<file path="config.mk">
export PLATFORM = sky130hd
export DESIGN_NAME = wb_instr_loader
export DESIGN_NICKNAME = d
export VERILOG_FILES = /design/src/rtl/wb_instr_loader.sv
export SDC_FILE = /design/constraint.sdc
export NUM_CORES = 1
export LEC_CHECK = 0
export ABC_AREA = 1
export BUFFER_PORTS_ARGS = -buffer_cell sky130_fd_sc_hd__buf_2
export CORE_MARGIN = 1.5
export CORE_UTILIZATION = 35
export CTS_CLUSTER_SIZE = 12
export DETAILED_ROUTE_END_ITERATION = 16
export PLACE_DENSITY = 0.72
export SETUP_SLACK_MARGIN = 0.3
export SYNTH_ARGS = -nofsm -noshare
export SYNTH_HDL_FRONTEND = slang
export SYNTH_SLANG_ARGS = --single-unit
</file>
<file path="constraint.sdc">
create_clock -name wb_clk_i -period 1.9 [get_ports wb_clk_i]
set_input_delay 0.57 -clock wb_clk_i [delete_from_list [all_inputs] [get_ports wb_clk_i]]
set_output_delay 0.57 -clock wb_clk_i [all_outputs]
set_load 0.1 [all_outputs]
</file>
<file path="src/rtl/wb_instr_loader.sv">
// Wishbone responder for loading/reading the jacaranda-8 instruction memory and holding the core in reset.
// Optional checksum register is enabled by defining LOADER_CHECKSUM_EN.
module wb_instr_loader #(
    parameter logic [31:0] BASE_ADDR = 32'h3000_0000
) (
    input  logic        wb_clk_i,
    input  logic        wb_rst_n,
    input  logic        wbs_stb_i,
    input  logic        wbs_cyc_i,
    input  logic        wbs_we_i,
    input  logic [3:0]  wbs_sel_i,
    input  logic [31:0] wbs_adr_i,
    input  logic [31:0] wbs_dat_i,
    output logic        wbs_ack_o,
    output logic [31:0] wbs_dat_o,
    output logic        cpu_reset_o,
    output logic [7:0]  mem_addr_o,
    output logic [7:0]  mem_wdata_o,
    output logic        mem_we_o,
    input  logic [7:0]  mem_rdata_i
);

    localparam logic [7:0] OFF_CTRL   = 8'h00;
    localparam logic [7:0] OFF_STATUS = 8'h04;
    localparam logic [7:0] OFF_ADDR   = 8'h08;
    localparam logic [7:0] OFF_LOAD   = 8'h0C;
    localparam logic [7:0] OFF_CKSUM  = 8'h10;

    typedef enum logic [1:0] {S_IDLE, S_RD_WAIT, S_ACK} state_t;
    // Side effect deferred to the ACK cycle, so register changes land at the end of the ack.
    typedef enum logic [2:0] {OP_NONE, OP_CTRL, OP_ADDR, OP_LOAD_WR, OP_INC, OP_ERR} op_t;

    state_t      state_q;
    op_t         op_q;
    logic [7:0]  op_data_q;
    logic        hold_q;
    logic        err_q;
    logic        wrap_q;
    logic [7:0]  load_addr_q;
    logic        ack_q;
    logic [7:0]  dat_q;
    logic        we_q;
    logic [7:0]  wdata_q;
    logic [7:0]  cksum_val;
`ifdef LOADER_CHECKSUM_EN
    logic [7:0]  cksum_q;
    assign cksum_val = cksum_q;
`else
    assign cksum_val = 8'h00;
`endif

    logic       req_valid;
    logic [7:0] off;
    logic       is_load;
    logic [7:0] rd_val;
    logic       unused_ok;

    assign req_valid = wbs_stb_i & wbs_cyc_i & (wbs_adr_i[31:8] == BASE_ADDR[31:8]);
    assign off       = wbs_adr_i[7:0];
    assign is_load   = (off == OFF_LOAD);
    assign unused_ok = ^{wbs_dat_i[31:8], wbs_sel_i[3:1]};

    always_comb begin
        rd_val = 8'h00;
        case (off)
            OFF_CTRL:   rd_val = {7'b0, hold_q};
            OFF_STATUS: rd_val = {6'b0, wrap_q, err_q};
            OFF_ADDR:   rd_val = load_addr_q;
            OFF_CKSUM:  rd_val = cksum_val;
            default:    rd_val = 8'h00;
        endcase
    end

    always_ff @(posedge wb_clk_i or negedge wb_rst_n) begin
        if (!wb_rst_n) begin
            state_q     <= S_IDLE;
            op_q        <= OP_NONE;
            op_data_q   <= 8'h00;
            hold_q      <= 1'b1;
            err_q       <= 1'b0;
            wrap_q      <= 1'b0;
            load_addr_q <= 8'h00;
            ack_q       <= 1'b0;
            dat_q       <= 8'h00;
            we_q        <= 1'b0;
            wdata_q     <= 8'h00;
`ifdef LOADER_CHECKSUM_EN
            cksum_q     <= 8'h00;
`endif
        end else begin
            case (state_q)
                S_IDLE: begin
                    ack_q <= 1'b0;
                    we_q  <= 1'b0;
                    dat_q <= 8'h00;
                    op_q  <= OP_NONE;
                    if (req_valid) begin
                        if (is_load && hold_q && !wbs_we_i) begin
                            state_q <= S_RD_WAIT;
                        end else begin
                            state_q <= S_ACK;
                            ack_q   <= 1'b1;
                            if (!wbs_we_i) begin
                                dat_q <= rd_val;
                                if (is_load) op_q <= OP_ERR;
                            end else if (wbs_sel_i[0]) begin
                                op_data_q <= wbs_dat_i[7:0];
                                case (off)
                                    OFF_CTRL: op_q <= OP_CTRL;
                                    OFF_ADDR: op_q <= OP_ADDR;
                                    OFF_LOAD: begin
                                        if (hold_q) begin
                                            op_q    <= OP_LOAD_WR;
                                            we_q    <= 1'b1;
                                            wdata_q <= wbs_dat_i[7:0];
                                        end else begin
                                            op_q <= OP_ERR;
                                        end
                                    end
                                    default: op_q <= OP_NONE;
                                endcase
                            end
                        end
                    end
                end
                S_RD_WAIT: begin
                    state_q <= S_ACK;
                    ack_q   <= 1'b1;
                    dat_q   <= mem_rdata_i;
                    op_q    <= OP_INC;
                end
                S_ACK: begin
                    state_q <= S_IDLE;
                    ack_q   <= 1'b0;
                    we_q    <= 1'b0;
                    dat_q   <= 8'h00;
                    op_q    <= OP_NONE;
                    case (op_q)
                        OP_CTRL: begin
                            hold_q <= op_data_q[0];
                            if (op_data_q[1]) begin
                                wrap_q <= 1'b0;
`ifdef LOADER_CHECKSUM_EN
                                cksum_q <= 8'h00;
`endif
                            end
                        end
                        OP_ADDR: begin
                            load_addr_q <= op_data_q;
`ifdef LOADER_CHECKSUM_EN
                            cksum_q <= 8'h00;
`endif
                        end
                        OP_LOAD_WR: begin
                            load_addr_q <= load_addr_q + 8'd1;
                            if (load_addr_q == 8'hFF) wrap_q <= 1'b1;
`ifdef LOADER_CHECKSUM_EN
                            cksum_q <= cksum_q + wdata_q;
`endif
                        end
                        OP_INC: begin
                            load_addr_q <= load_addr_q + 8'd1;
                            if (load_addr_q == 8'hFF) wrap_q <= 1'b1;
                        end
                        OP_ERR:  err_q <= 1'b1;
                        default: op_q  <= OP_NONE;
                    endcase
                end
                default: state_q <= S_IDLE;
            endcase
        end
    end

    assign wbs_ack_o   = ack_q;
    assign wbs_dat_o   = {24'h0, dat_q};
    assign cpu_reset_o = hold_q;
    assign mem_addr_o  = load_addr_q;
    assign mem_wdata_o = wdata_q;
    assign mem_we_o    = we_q;

endmodule

</file>
Word-level counts from Yosys, hierarchy flattened
Cells that the tools add are included.

storage, ports and cells
  register bits = 42
  bits of input ports = 81
  output and inout bits = 51
  word-level logic and storage cells = 76

operators by class
  $add $sub $neg = 1
  equal/unequal tests = 15
  multiplexer cells = 30
  bitwise operators = 3
  reductions and logical operators = 16

operators with widths
  kind                  count
  $pmux 8 s3            2
  $eq 24x22->1 const B  1
  $mux 8                3
  $mux 3                6
  $pmux 3 s3            2
  $eq 8x4->1 const B    2
  $pmux 8 s2            1
  $mux 1                10
  $add 8x1->8 const B   1
  $eq 8x3->1 const B    1
  $eq 8x8->1 const B    1
  $logic_not 8->1       1
  $reduce_and 7->1      1
  $eq 3x2->1 const B    2
  $eq 3x3->1 const B    2
  $reduce_and 2->1      3
  $reduce_bool 2->1     3
  $reduce_and 5->1      1
  $mux 2                2
  $ne 2x2->1 const B    2
  $pmux 1 s2            2
  $pmux 2 s2            1
  $reduce_and 4->1      1
  $eq 3x1->1 const B    1
  11 further kinds      13

Depth between registers and ports, before layout
  word-level depth = 7
  mapped depth = 10
  gate-level depth less buffers = 10

Worst setup path after synthesis
OpenSTA, ideal clock, no wires.

  path type = reg-to-reg
  start = register load_addr_q[0] (netlist: mem_addr_o[0])
  end = register wrap_q
  library setup time = 77 ps
  data arrival time = 2105 ps
  data required time = 1823 ps
  path slack = -282 ps
  stages on the path, launching flop included = 8
  buffers on the path = 0
  clock period less this slack = 2182 ps
  path through = dfrtp_1 > ha_1 > nand3_1 > nor2_1 > nand2_1 > nor3_1 > o21ai_1 > a21oi_1

on the way
  cells in the longest elaborated chain, start to end = 3

ends and longest elaborated chain
  item                        line      text
  start, declared             39        logic [7:0] load_addr_q;
  start signal, assigned      149       load_addr_q <= op_data_q;
  start signal, assigned      155       load_addr_q <= load_addr_q + 8'd1;
  start signal, assigned      162       load_addr_q <= load_addr_q + 8'd1;
  $eq 8x8->1                  156, 163
  $ne 2x1->1 (no line)        --
  $reduce_and 4->1 (no line)  --
  end signal, assigned        142       wrap_q <= 1'b0;
  end signal, assigned        156       if (load_addr_q == 8'hFF) wrap_q <= 1'b1;
  end signal, assigned        163       if (load_addr_q == 8'hFF) wrap_q <= 1'b1;
  end, declared               38        logic wrap_q;

No other way between the ends.
A chain may end at the register's enable or synchronous reset.

Worst setup path after layout
  start = register hold_q (netlist: cpu_reset_o)
  end = output cpu_reset_o

RTL lines
  item                    line  text
  start, declared         36    logic hold_q;
  start signal, assigned  140   hold_q <= op_data_q[0];
  end, declared           16    output logic cpu_reset_o,

No word-level cell between the ends.

==> out/metrics.cfg <==
[logic_synthesis]
ys_seq_area_share_pct = 37.0
synth_edf_count = 0
yosysMostFrequentCell = nand2_1
syn_inst = 392
synth_top_area_cell = dfrtp_1
ys_types = 36
ys.flop_type = dfrtp_1
ys_warn_count = 0
postSynthAreaPerCell_um2 = 7.26
synth.area.top_cells = dfrtp_1 (36%), nand2_1 (13%), nor2_1 (8.2%), buf_4 (6.6%), nand3_1 (6.3%)
synth-seq-cells = 42
synth_commonest_cells = nand2_1 (102), nor2_1 (62), dfrtp_1 (41), nand3_1 (36), inv_1 (27)
synthArstFlopShare_pct = 100
synth_top_area_share_pct = 36.1
syn-cell-area_um2 = 2850

[setup_path]
cp_num_buf_inv = 1
endpoint_kind = output port
startpoint_type = flip-flop
worstPathArrival_ns = 1.13
worst-setup-path-type = reg -> out
cp_slowest_cell = dfstp_4
critPathTopFamily = flip-flops
crit_path_cell_trace = buf_12
r2r_cells = 7
slowest_delay_ns = 0.65
cp.required_ns = 1.33
cp.depth = 1
worstPathMaxFanout = 2

[clock_tree]
htreeDepth = 2
clock_latency_ns = 0.30
cts.sinks = 42
postCtsHoldBufs = 0
cts.clk_slew.worst_paths_ns = 0.09
cts_tree = built
cts-root-buf = clkbuf_8
clockBufferDepth = 2
numCtsBuffers = 5

[global_route]
grt_overflow = 0
grt_first_pass_wirelength_mm = 11.6
grt_max_degree = 43
antenna_found_initial = 0
grt_usage_pct = 16.7
grt_pass1_vias = 2692

[layout]
nets = 566
diodes = 0
syn2layout_area_growth_pct = 27.6
finalInstanceArea_um2 = 3630
layout-drive-gt1-share_pct = 33.9

[route]
dr.pass1.iters = 4
routed_wl_mm = 6.99
wire_per_inst_um = 12.0
postRouteAntennaNets = 0
drt_iter0_markers = 131
avgViaCountPerCell = 4.67
drc_errors = 0
vias = 2724

[floorplan]
fp.dieArea_um2 = 8680
pin_count = 132
die_x_um = 93.2
die_y_um = 93.2
initial_utilization_pct = 36.4
core.rowCount = 32
coreArea_um2 = 7810

[sta]
fin_tns_setup_ns = 0
rsz0062_at_grt = true
setup_viol = 0
clock.fmax_ghz = 0.589
clock_skew_ns = 0.00774
finalCritPeriodShare_pct = 89.4
finalMaxSlewViolations = 0
min_period_ns = 1.70
holdWs_ns = 0.229
hold_viol = 0

[power]
ir_worst_vdd_mv = 0.344
p_leak_nw = 1.86
powerDensity_nw_per_um2 = 504

[placed_design]
place.gp.congestion = 0.855
dpl_cell_area_um2 = 3340
io_buffers = 80
dp_hpwl_mm = 5.50

[job]
max_cap_violations = 0

[worst_hold_path]
hp-class = in -> async

[run_status]
status = finished, final reports clean

final cells by class:
cell class / count / area (um^2)
clock buffer: 5 / 68.8
fill: 804 / 4180
timing repair buffer: 90 / 612
inverter: 37 / 150
clock inverter: 3 / 21.3
sequential: 42 / 1070
multi-input combinational: 304 / 1580
tap: 102 / 128
final timing paths:
check	start	slack, ns	endpoint
setup / recovery	cpu_reset_o	0.20	cpu_reset_o
min in group wb_clk_i	op_data_q[2]	0.48	op_data_q[2]
setup reg to reg	cpu_reset_o	0.41	op_data_q[5]
hold reg to reg	op_data_q[2]	0.48	op_data_q[2]
max in group asynchronous	wb_rst_n	1.40	cpu_reset_o
hold / removal	wb_rst_n	0.23	dat_q[7]
state kept, by name, summed over array words and instances (netlist names):
| signal | cells |
|---|---|
| dat_q | 8 |
| mem_addr_o | 8 |
| mem_wdata_o | 8 |
| op_data_q | 8 |
| op_q | 3 |
| state_q | 2 |
| cpu_reset_o | 1 |
| err_q | 1 |
| mem_we_o | 1 |
| wbs_ack_o | 1 |
| wrap_q | 1 |
cells in the final DEF, fill, tap and decap left out, types with 2 or more instances in the layout:
master	count
a21oi_2	5
nor2_1	52
inv_4	3
clkbuf_8	5
nand2_4	2
o21ai_1	10
o21ai_2	5
buf_2	53
buf_6	5
a21oi_1	13
dfrtp_1	34
nand4_1	13
dfrtp_4	2
ha_2	2
nand3_2	2
dfrtp_2	5
conb_1	24
nand2_2	8
buf_4	28
ha_1	2
nor2_4	6
inv_1	27
buf_12	4
nand2_1	98
nor2_2	11
o21ai_0	3
clkinvlp_4	2
nand3_1	34
inv_2	5
o22ai_1	2
cells by family (layout without fill, tap and decap cells):
kind of cell    Yosys count  count (layout)  synth area share [%]
flops                    42              42                  37.0
compound gates           43              43                  10.0
buf+inv                  69             135                  13.3
xor+xnor                  1               1                 0.308
simple gates            231             231                  37.1
other cells               1              24                 0.132
fa+ha+maj                 5               5                  2.20
per-layer routing:
layer | wire, um | up-vias | GRT usage (%)
met3 | 435 | 9 | 3.58
met4 | 72 | 0 | 5.05
met1 | 3000 | 1244 | 20.8
met5 | 0 | - | 0
li1 | - | 1386 | -
met2 | 3480 | 85 | 29.0
what timing repair did:
| action | 4_1_cts | 5_1_grt |
|---|---|---|
| pin swaps | 0 | 14 |
| endpoints found under the setup margin | 27 | 18 |
| gates cloned | 0 | 0 |
| gates resized for setup | 29 | 27 |
| setup buffers | 2 | 3 |
through the flow:
stage          cells  util, %  setup WS, ns  total power, W
4_1_cts          580     45.1         0.191         0.00185
2_1_floorplan    415        -         0.313         0.00119
3_3_place_gp     570     42.8         0.108         0.00125
6_report         583     46.5         0.202         0.00183
3_5_place_dp     570     42.8        0.0574         0.00125
5_1_grt          583     46.5         0.171         0.00192
where the power goes:
part / switching (W) / internal (W) / total [W]
Clock: 0.000333 / 0.000258 / 0.000591
Sequential: 0.00000000146 / 0.000893 / 0.000893
Combinational: 0.000286 / 0.0000601 / 0.000346
No activity file was read; power rests on OpenSTA's default activity.
